### src/rtl/mem_arbiter.sv
// Two-requester arbiter in front of a single-port RAM with 1-cycle registered read.
// Clears the RAM after reset, then arbitrates with a bounded-burst owner priority.
module mem_arbiter #(
   parameter int unsigned  DEPTH     = 128,
   parameter int unsigned  WIDTH     = 16,
   parameter int unsigned  MAX_BURST = 4,
   localparam int unsigned AWIDTH    = $clog2(DEPTH)
) (
   input  logic              clk,
   input  logic              rst,
   input  logic [1:0]        req,
   input  logic [1:0]        we,
   input  logic [AWIDTH-1:0] addr [2],
   input  logic [WIDTH-1:0]  wdata [2],
   output logic [1:0]        gnt,
   output logic [1:0]        rvalid,
   output logic [WIDTH-1:0]  rdata,
   output logic              init_done,
   output logic              mem_wr,
   output logic [AWIDTH-1:0] mem_addr,
   output logic [WIDTH-1:0]  mem_din,
   input  logic [WIDTH-1:0]  mem_dout
);

   localparam int unsigned       BW       = $clog2(MAX_BURST + 1);
   localparam logic [BW-1:0]     BurstMax = BW'(MAX_BURST);
   localparam logic [AWIDTH-1:0] LastAddr = AWIDTH'(DEPTH - 1);

   typedef enum logic {StInit, StRun} state_e;

   state_e            state_q, state_d;
   logic [AWIDTH-1:0] clr_q, clr_d;
   logic              owner_q, owner_d;
   logic [BW-1:0]     burst_q, burst_d;
   logic              init_done_q, init_done_d;
   logic [1:0]        rvalid_q, rvalid_d;
   logic              sel;

   always_comb begin
      state_d     = state_q;
      clr_d       = clr_q;
      owner_d     = owner_q;
      burst_d     = burst_q;
      init_done_d = init_done_q;
      rvalid_d    = '0;
      gnt         = '0;
      sel         = 1'b0;
      mem_wr      = 1'b0;
      mem_addr    = '0;
      mem_din     = '0;
      case (state_q)
         StInit: begin
            mem_wr   = 1'b1;
            mem_addr = clr_q;
            clr_d    = clr_q + 1'b1;
            if (clr_q == LastAddr) begin
               state_d     = StRun;
               init_done_d = 1'b1;
               clr_d       = '0;
            end
         end
         StRun: begin
            // On contention the owner keeps the port only mid-burst; otherwise it alternates.
            if (&req) begin
               if (burst_q != '0 && burst_q < BurstMax) sel = owner_q;
               else sel = ~owner_q;
               gnt = sel ? 2'b10 : 2'b01;
            end else if (req[0]) begin
               sel = 1'b0;
               gnt = 2'b01;
            end else if (req[1]) begin
               sel = 1'b1;
               gnt = 2'b10;
            end
            if (gnt != '0) begin
               mem_wr   = we[sel];
               mem_addr = addr[sel];
               mem_din  = wdata[sel];
               rvalid_d = gnt & ~we;
               if (sel == owner_q) begin
                  burst_d = (burst_q == BurstMax) ? burst_q : burst_q + 1'b1;
               end else begin
                  owner_d = sel;
                  burst_d = BW'(1);
               end
            end else begin
               burst_d = '0;
            end
         end
         default: state_d = StInit;
      endcase
      if (rst) begin
         gnt    = '0;
         mem_wr = 1'b0;
      end
   end

   always_ff @(posedge clk) begin
      if (rst) begin
         state_q     <= StInit;
         clr_q       <= '0;
         owner_q     <= 1'b1;
         burst_q     <= '0;
         init_done_q <= 1'b0;
         rvalid_q    <= '0;
      end else begin
         state_q     <= state_d;
         clr_q       <= clr_d;
         owner_q     <= owner_d;
         burst_q     <= burst_d;
         init_done_q <= init_done_d;
         rvalid_q    <= rvalid_d;
      end
   end

   // A read accepted just before reset must not surface during the reset cycle.
   assign rvalid    = rst ? 2'b00 : rvalid_q;
   assign rdata     = mem_dout;
   assign init_done = init_done_q;

endmodule

### config.mk
export PLATFORM = sky130hd
export DESIGN_NAME = mem_arbiter
export DESIGN_NICKNAME = d
export VERILOG_FILES = /design/src/rtl/mem_arbiter.sv
export SDC_FILE = /design/constraint.sdc
export NUM_CORES = 1
export LEC_CHECK = 0
export CELL_PAD_IN_SITES_DETAIL_PLACEMENT = 0
export CELL_PAD_IN_SITES_GLOBAL_PLACEMENT = 1
export CORE_MARGIN = 3
export CORE_UTILIZATION = 23
export DETAILED_ROUTE_END_ITERATION = 16
export PLACE_DENSITY = 0.88
export SLEW_MARGIN = 20
export SYNTH_ARGS = -nofsm -noshare
export SYNTH_HDL_FRONTEND = slang
export SYNTH_SLANG_ARGS = --single-unit
### constraint.sdc
create_clock -name clk -period 2.2 [get_ports clk]
set_input_delay 0.33 -clock clk [delete_from_list [all_inputs] [get_ports clk]]
set_output_delay 0.33 -clock clk [all_outputs]
set_load 0.03 [all_outputs]
### Yosys cells after proc, flatten, opt, wreduce, memory -nomap -nowiden

Index checks and enable logic that the tools add are counted.

| operators by class | value |
|---|---|
| add/subtract/negate cells | 2 |
| multiply operators | 0 |
| divide/modulo/power cells | 0 |
| order comparisons | 3 |
| equal/unequal tests | 4 |
| shift operators | 0 |
| mux-type cells | 36 |
| bitwise gates (word level) | 7 |
| reduce and logical (&&, ||, !) cells | 8 |

Operator list:

| kind | count |
|---|---|
| 16-bit two-way mux | 5 |
| 7-bit two-way mux | 5 |
| 2-bit two-way mux | 8 |
| 7-bit case mux with 2 select lines | 1 |
| 1-bit two-way mux | 13 |
| 3-bit two-way mux | 3 |
| 7-bit by 1-bit adder with 7-bit output, second input constant | 1 |
| 7-bit equality test, second input constant | 1 |
| 2-bit AND reduction | 3 |
| 1-bit inverter | 4 |
| 3-bit by 1-bit adder with 3-bit output, second input constant | 1 |
| 3-bit equality test, second input constant | 1 |
| 3-bit < comparator, second input constant | 1 |
| 3-bit != test, second input constant | 1 |
| 3-bit AND reduction | 1 |
| 3-bit nonzero test | 1 |
| 3-bit OR reduction | 1 |
| 2-bit AND | 1 |
| 2-bit greater-or-equal comparator, second input constant | 1 |
| 1-bit by 2-bit < comparator with 1-bit output, second input constant | 1 |
| 1-bit inverter with 2-bit output | 1 |
| 2-bit inverter | 1 |
| 1-bit case mux with 2 select lines | 1 |
| 2-bit nonzero test | 1 |
| other kinds (2) | 2 |

| word-level totals | value |
|---|---|
| register bits | 15 |
| bits in latches | 0 |
| memory bits (writable) | 0 |
| bits in read-only memories | 0 |
| input port bits | 68 |
| output and inout port bits | 45 |
| word-level logic and storage cells | 66 |
| memories | 0 |

### Depth between registers and ports, before layout

| logic depth | value |
|---|---|
| depth after elaboration | 13 |
| gate-level depth with buffers | 7 |
| mapped depth without buffers | 6 |

### Worst setup path before layout

No wires, ideal clock.

| timing path | value |
|---|---|
| path kind | register -> output |
| from | register burst_q[0] |
| to | output port mem_din[12] |
| data arrival time | 1.854 ns |
| data required time | 1.870 ns |
| slack | 0.016 ns |
| cell stages (with the launch flop) | 8 |
| buffers on the path | 1 |
| cell sequence | dfxtp_1 > inv_1 > ha_1 > o21ai_1 > a21bo_4 > buf_2 > nand3_1 > a21oi_1 |

| between the ends | value |
|---|---|
| cells in the longest elaborated chain, start to end | 13 |
| elaborated cells on any way between the ends | 18 |
| classes of those cells | order compare: 1; mux: 13; bitwise: 1; reduce/logical: 3 |

Ends and longest elaborated chain:

| what | line | source |
|---|---|---|
| start, declared | 34 | `logic [BW-1:0] burst_q, burst_d;` |
| start signal, assigned | 110 | `burst_q <= burst_d;` |
| 3-bit < comparator or 3-bit nonzero test (tied branches) | 65 | `if (burst_q != '0 && burst_q < BurstMax) sel = owner_q;` |
| 1-bit logical AND * | 65 |  |
| 1-bit two-way mux * | 65 |  |
| 1-bit two-way mux * | 64 | `if (&req) begin` |
| 1-bit two-way mux * | 51 | `case (state_q)` |
| 1-bit two-way mux | 64 |  |
| 1-bit two-way mux | 51 |  |
| 1-bit inverter with 2-bit output (not written as such) | 78 | `mem_din = wdata[sel];` |
| 16-bit two-way mux (not written as such) (3 in a row) | 78 |  |
| 16-bit two-way mux * | 75 | `if (gnt != '0) begin` |
| 16-bit two-way mux * | 51 |  |
| end, declared | 21 | `output logic [WIDTH-1:0] mem_din,` |

Mark *: on every way between the ends. The rest lies on a longest branch, timed or not. The select of a mux whose other input is x is not followed.

### Worst setup path after layout

| timing path | value |
|---|---|
| from | register burst_q[1] |
| to | output port mem_addr[4] |

| between the ends | value |
|---|---|
| cells in the longest elaborated chain, start to end | 13 |
| elaborated cells on any way between the ends | 18 |
| classes of those cells | order compare: 1; mux: 13; bitwise: 1; reduce/logical: 3 |

Ends and longest elaborated chain:

| what | line | source |
|---|---|---|
| 3-bit < comparator or 3-bit nonzero test (tied branches) | 65 |  |
| 1-bit logical AND * | 65 |  |
| 1-bit two-way mux * | 65 |  |
| 1-bit two-way mux * | 64 |  |
| 1-bit two-way mux * | 51 |  |
| 1-bit two-way mux | 64 |  |
| 1-bit two-way mux | 51 |  |
| 1-bit inverter with 2-bit output (not written as such) | 77 | `mem_addr = addr[sel];` |
| 7-bit two-way mux (not written as such) (3 in a row) | 77 |  |
| 7-bit two-way mux * | 75 |  |
| 7-bit case mux with 2 select lines * | 51 |  |
| end, declared | 20 | `output logic [AWIDTH-1:0] mem_addr,` |

Marks and branches as above.

==> impl_metrics.tcl <==
set metrics [dict create \
    outcome "finished with violations" \
    violations "negative setup slack" \
    ys_dominant_reg_cell "dfxtp_1" \
    setup_tns_ps -994 \
    ys_types 45 \
    clk_latency_ps 250 \
    synth_largest_area_cell "dfxtp_1" \
    routed-via-count 1772 \
    syn_to_final_growth_pct 69.7 \
    wl_um 5410 \
    synth_nets 273 \
    power_density_mw_per_mm2 291 \
    dpl.hpwl_um 4030 \
    endpoint_kind "primary output" \
    die_area_mm2 0.00791 \
    final_util_pct 41.3 \
    crit_start "burst_q[1]$_SDFFE_PP0P_" \
    finalSetupViolations 22 \
    worstPathMaxFanout 8 \
    drtIter0Drc 71 \
    async_reset_ff_share_pct 0 \
    hold_viol 0 \
    synth_top_area_share_pct 19.0 \
    r2r_cells 9 \
    gp_congestion 0.784 \
    clk_pin_slew_ps 70 \
    grt_pass1_vias 1803 \
    critical_path_arrival_ps 1950 \
    finalClockSkew_ps 2.99 \
    nNetsFinal 353 \
    cts_tree "built" \
    start_kind "flop" \
    core_area_mm2 0.00649 \
    rows 29 \
    crit_path_end "mem_addr[4]" \
    crit_family "simple AND/OR/NAND/NOR gates" \
    hold_depth 2 \
    worst_pin_slew_ps 389 \
    dieWidth_um 88.9 \
    drv_cap 0 \
    io_pins 113 \
    htreeDepth 1 \
    grt_pass1_wl_um 8430 \
    syn_area_mm2 0.00158 \
    ys_seq_area_share_pct 19.0 \
    worst_hold_startpoint "init_done$_SDFFE_PP0P_" \
    crit_type "reg -> out" \
    slew_headroom_pct 74.0 \
    die_y_um 88.9 \
    critical_path.slowest_cell "or3_4" \
    grt_max_degree 20 \
    synthTopCellsByArea "dfxtp_1 (19%), buf_4 (7.6%), nand3_1 (6.0%)" \
    gr-total-overflow 0 \
    ant_nets 0 \
    reg2reg_from "burst_q[1]$_SDFFE_PP0P_" \
    post_drt_wl_per_cell_um 15.1 \
    use_met2_pct 24.1 \
    cts_buffer_depth 2 \
    p_leak_nw 1.06 \
    fmax_ghz 0.439 \
    grtUsageTotal_pct 13.5 \
    ir_worst_vdd_v 0.000188 \
    netlist_top_cells_count "nand3_1 (19), buf_4 (16), dfxtp_1 (15), nor2_1 (15), nand2_1 (12)" \
    drive_gt1_share_pct 40.2 \
    power_mw 0.780 \
    initial_core_util_pct 24.3 \
    avgSynthCellArea_um2 7.83 \
    drtPass1Iterations 4 \
    rrSetupSlack_ps 420 \
    crit_path_cell_trace "inv_2 -> ha_4 -> or3_4 -> a21bo_4 -> buf_12 -> nand4_1 -> o211ai_2 -> buf_6" \
    synth_edf_count 0 \
    antenna_found_initial 0 \
    yosys_warnings 0 \
    final.setup.worst_slack_ps -79.8 \
    period_minus_slack_ps 2280 \
    crit_cells 8 \
    ys_ff_latch 15 \
    cts_root_buf "clkbuf_8" \
    maxSlewViolCount 0 \
    antenna_cells 0 \
    io_buffers 80 \
    synthCells 202 \
    grt.met3_usage_pct 3.50 \
    synth_most_common_cell "nand3_1" \
    busiest_layer "met2" \
    cts.sinks 15 \
    path_buf_inv 3 \
    fin_crit_sh_pct 104 \
    timing.rr.end "owner_q$_SDFFE_PP1P_" \
    met1_usage_pct 16.0 \
    numCtsBuffers 3 \
    drc_errors 0 \
    worstPathRequired_ps 1870 \
    hold_path.class "reg -> reg" \
    rsz0062_at_grt "true" \
    cp_slowest_stage_delay_ps 360 \
    via_per_inst 4.95 \
]
## per-stage QoR
| stage | instances | setup WS, ps | area, um2 | hold WS, ps |
|---|---|---|---|---|
| 6_report | 358 | -79.8 | 2680 | 492 |
| 4_1_cts | 358 | -108 | 2620 | 515 |
| 2_1_floorplan | 202 | 15.7 | 1580 | 408 |
| 5_1_grt | 358 | -170 | 2680 | 543 |
| 3_5_place_dp | 344 | 54.3 | 2370 | 498 |
| 3_3_place_gp | 344 | 90.0 | 2370 | 467 |
## worst min path at each step
stage | endpoint | slack, ps
after CTS | init_done$_SDFFE_PP0P_ | 510
after global placement | init_done$_SDFFE_PP0P_ | 470
after global routing | init_done$_SDFFE_PP0P_ | 540
after detailed placement | init_done$_SDFFE_PP0P_ | 500
after floorplan | rvalid_q[0]$_SDFF_PP0_ | 410
final | init_done$_SDFFE_PP0P_ | 490
## worst min-delay path: cells and delay by family, from the launching register on
kind             cells  cell delay (ps)
AO/OA/AOI/OAI        1               40
AND/OR/NAND/NOR      1               80
flip-flops           1              330
## cell type report
type	count	area [um2]
Inverter	6	22.5
Fill cell	659	3810
Sequential cell	15	303
Timing Repair Buffer	109	1100
Multi-Input combinational cell	147	1120
Clock inverter	1	5.00
Tap cell	77	96.3
Clock buffer	3	41.3
## power by group
part           switching [mW]  total [mW]  internal [mW]
clock network           0.103       0.229          0.125
logic                   0.114       0.269          0.155
registers             0.00561       0.282          0.276
## placed cells by master, fill, tap and decap left out, types with 2 or more instances in the layout
cell type,n
nand3_1,14
nor2_4,2
inv_2,2
nand2_1,10
ha_1,2
nand3_2,5
mux2i_1,3
buf_6,25
nor3_1,4
o2bb2ai_1,2
a32oi_1,6
o21ai_2,14
clkbuf_8,3
a21oi_1,8
xor2_1,2
nor3b_1,2
inv_1,3
o21ai_1,3
o211a_1,2
a31oi_1,2
xnor2_1,3
dfxtp_1,13
nor2_1,13
buf_4,28
o211ai_2,7
buf_12,3
nand4_1,8
clkdlybuf4s50_1,52
dfxtp_2,2
a21oi_2,12
nor2b_1,4
## logic make-up (layout without fill, tap and decap cells)
group,count (synthesis),in the layout,synth area share (%)
AND/OR/NAND/NOR,68,68,21.6
multiplexers,4,4,2.61
XOR/XNOR,5,5,2.77
buffers and inverters,40,119,16.5
flip-flops,15,15,19.0
adder cells (fa/ha/maj),3,3,2.37
AO/OA/AOI/OAI,67,67,35.1
## flip-flops by register name, summed over array words and instances (netlist names)
register	cells
burst_q	3
owner_q	1
clr_q	7
state_q	1
init_done	1
rvalid_q	2
## per-layer routing
metal / vias up / share of wire (%)
met5: - / 0
met4: 0 / 0.89
met3: 10 / 9.5
met2: 72 / 48
met1: 808 / 42
li1: 882 / -
## what timing repair did
action                     in CTS  in global routing
pin swaps                      24                 18
resized for setup              31                 27
setup endpoints to repair      25                 26
setup buffers                   8                  2
hold buffers                    0                  0
cloned                          2                  0
(Power assumes the default switching activity.)
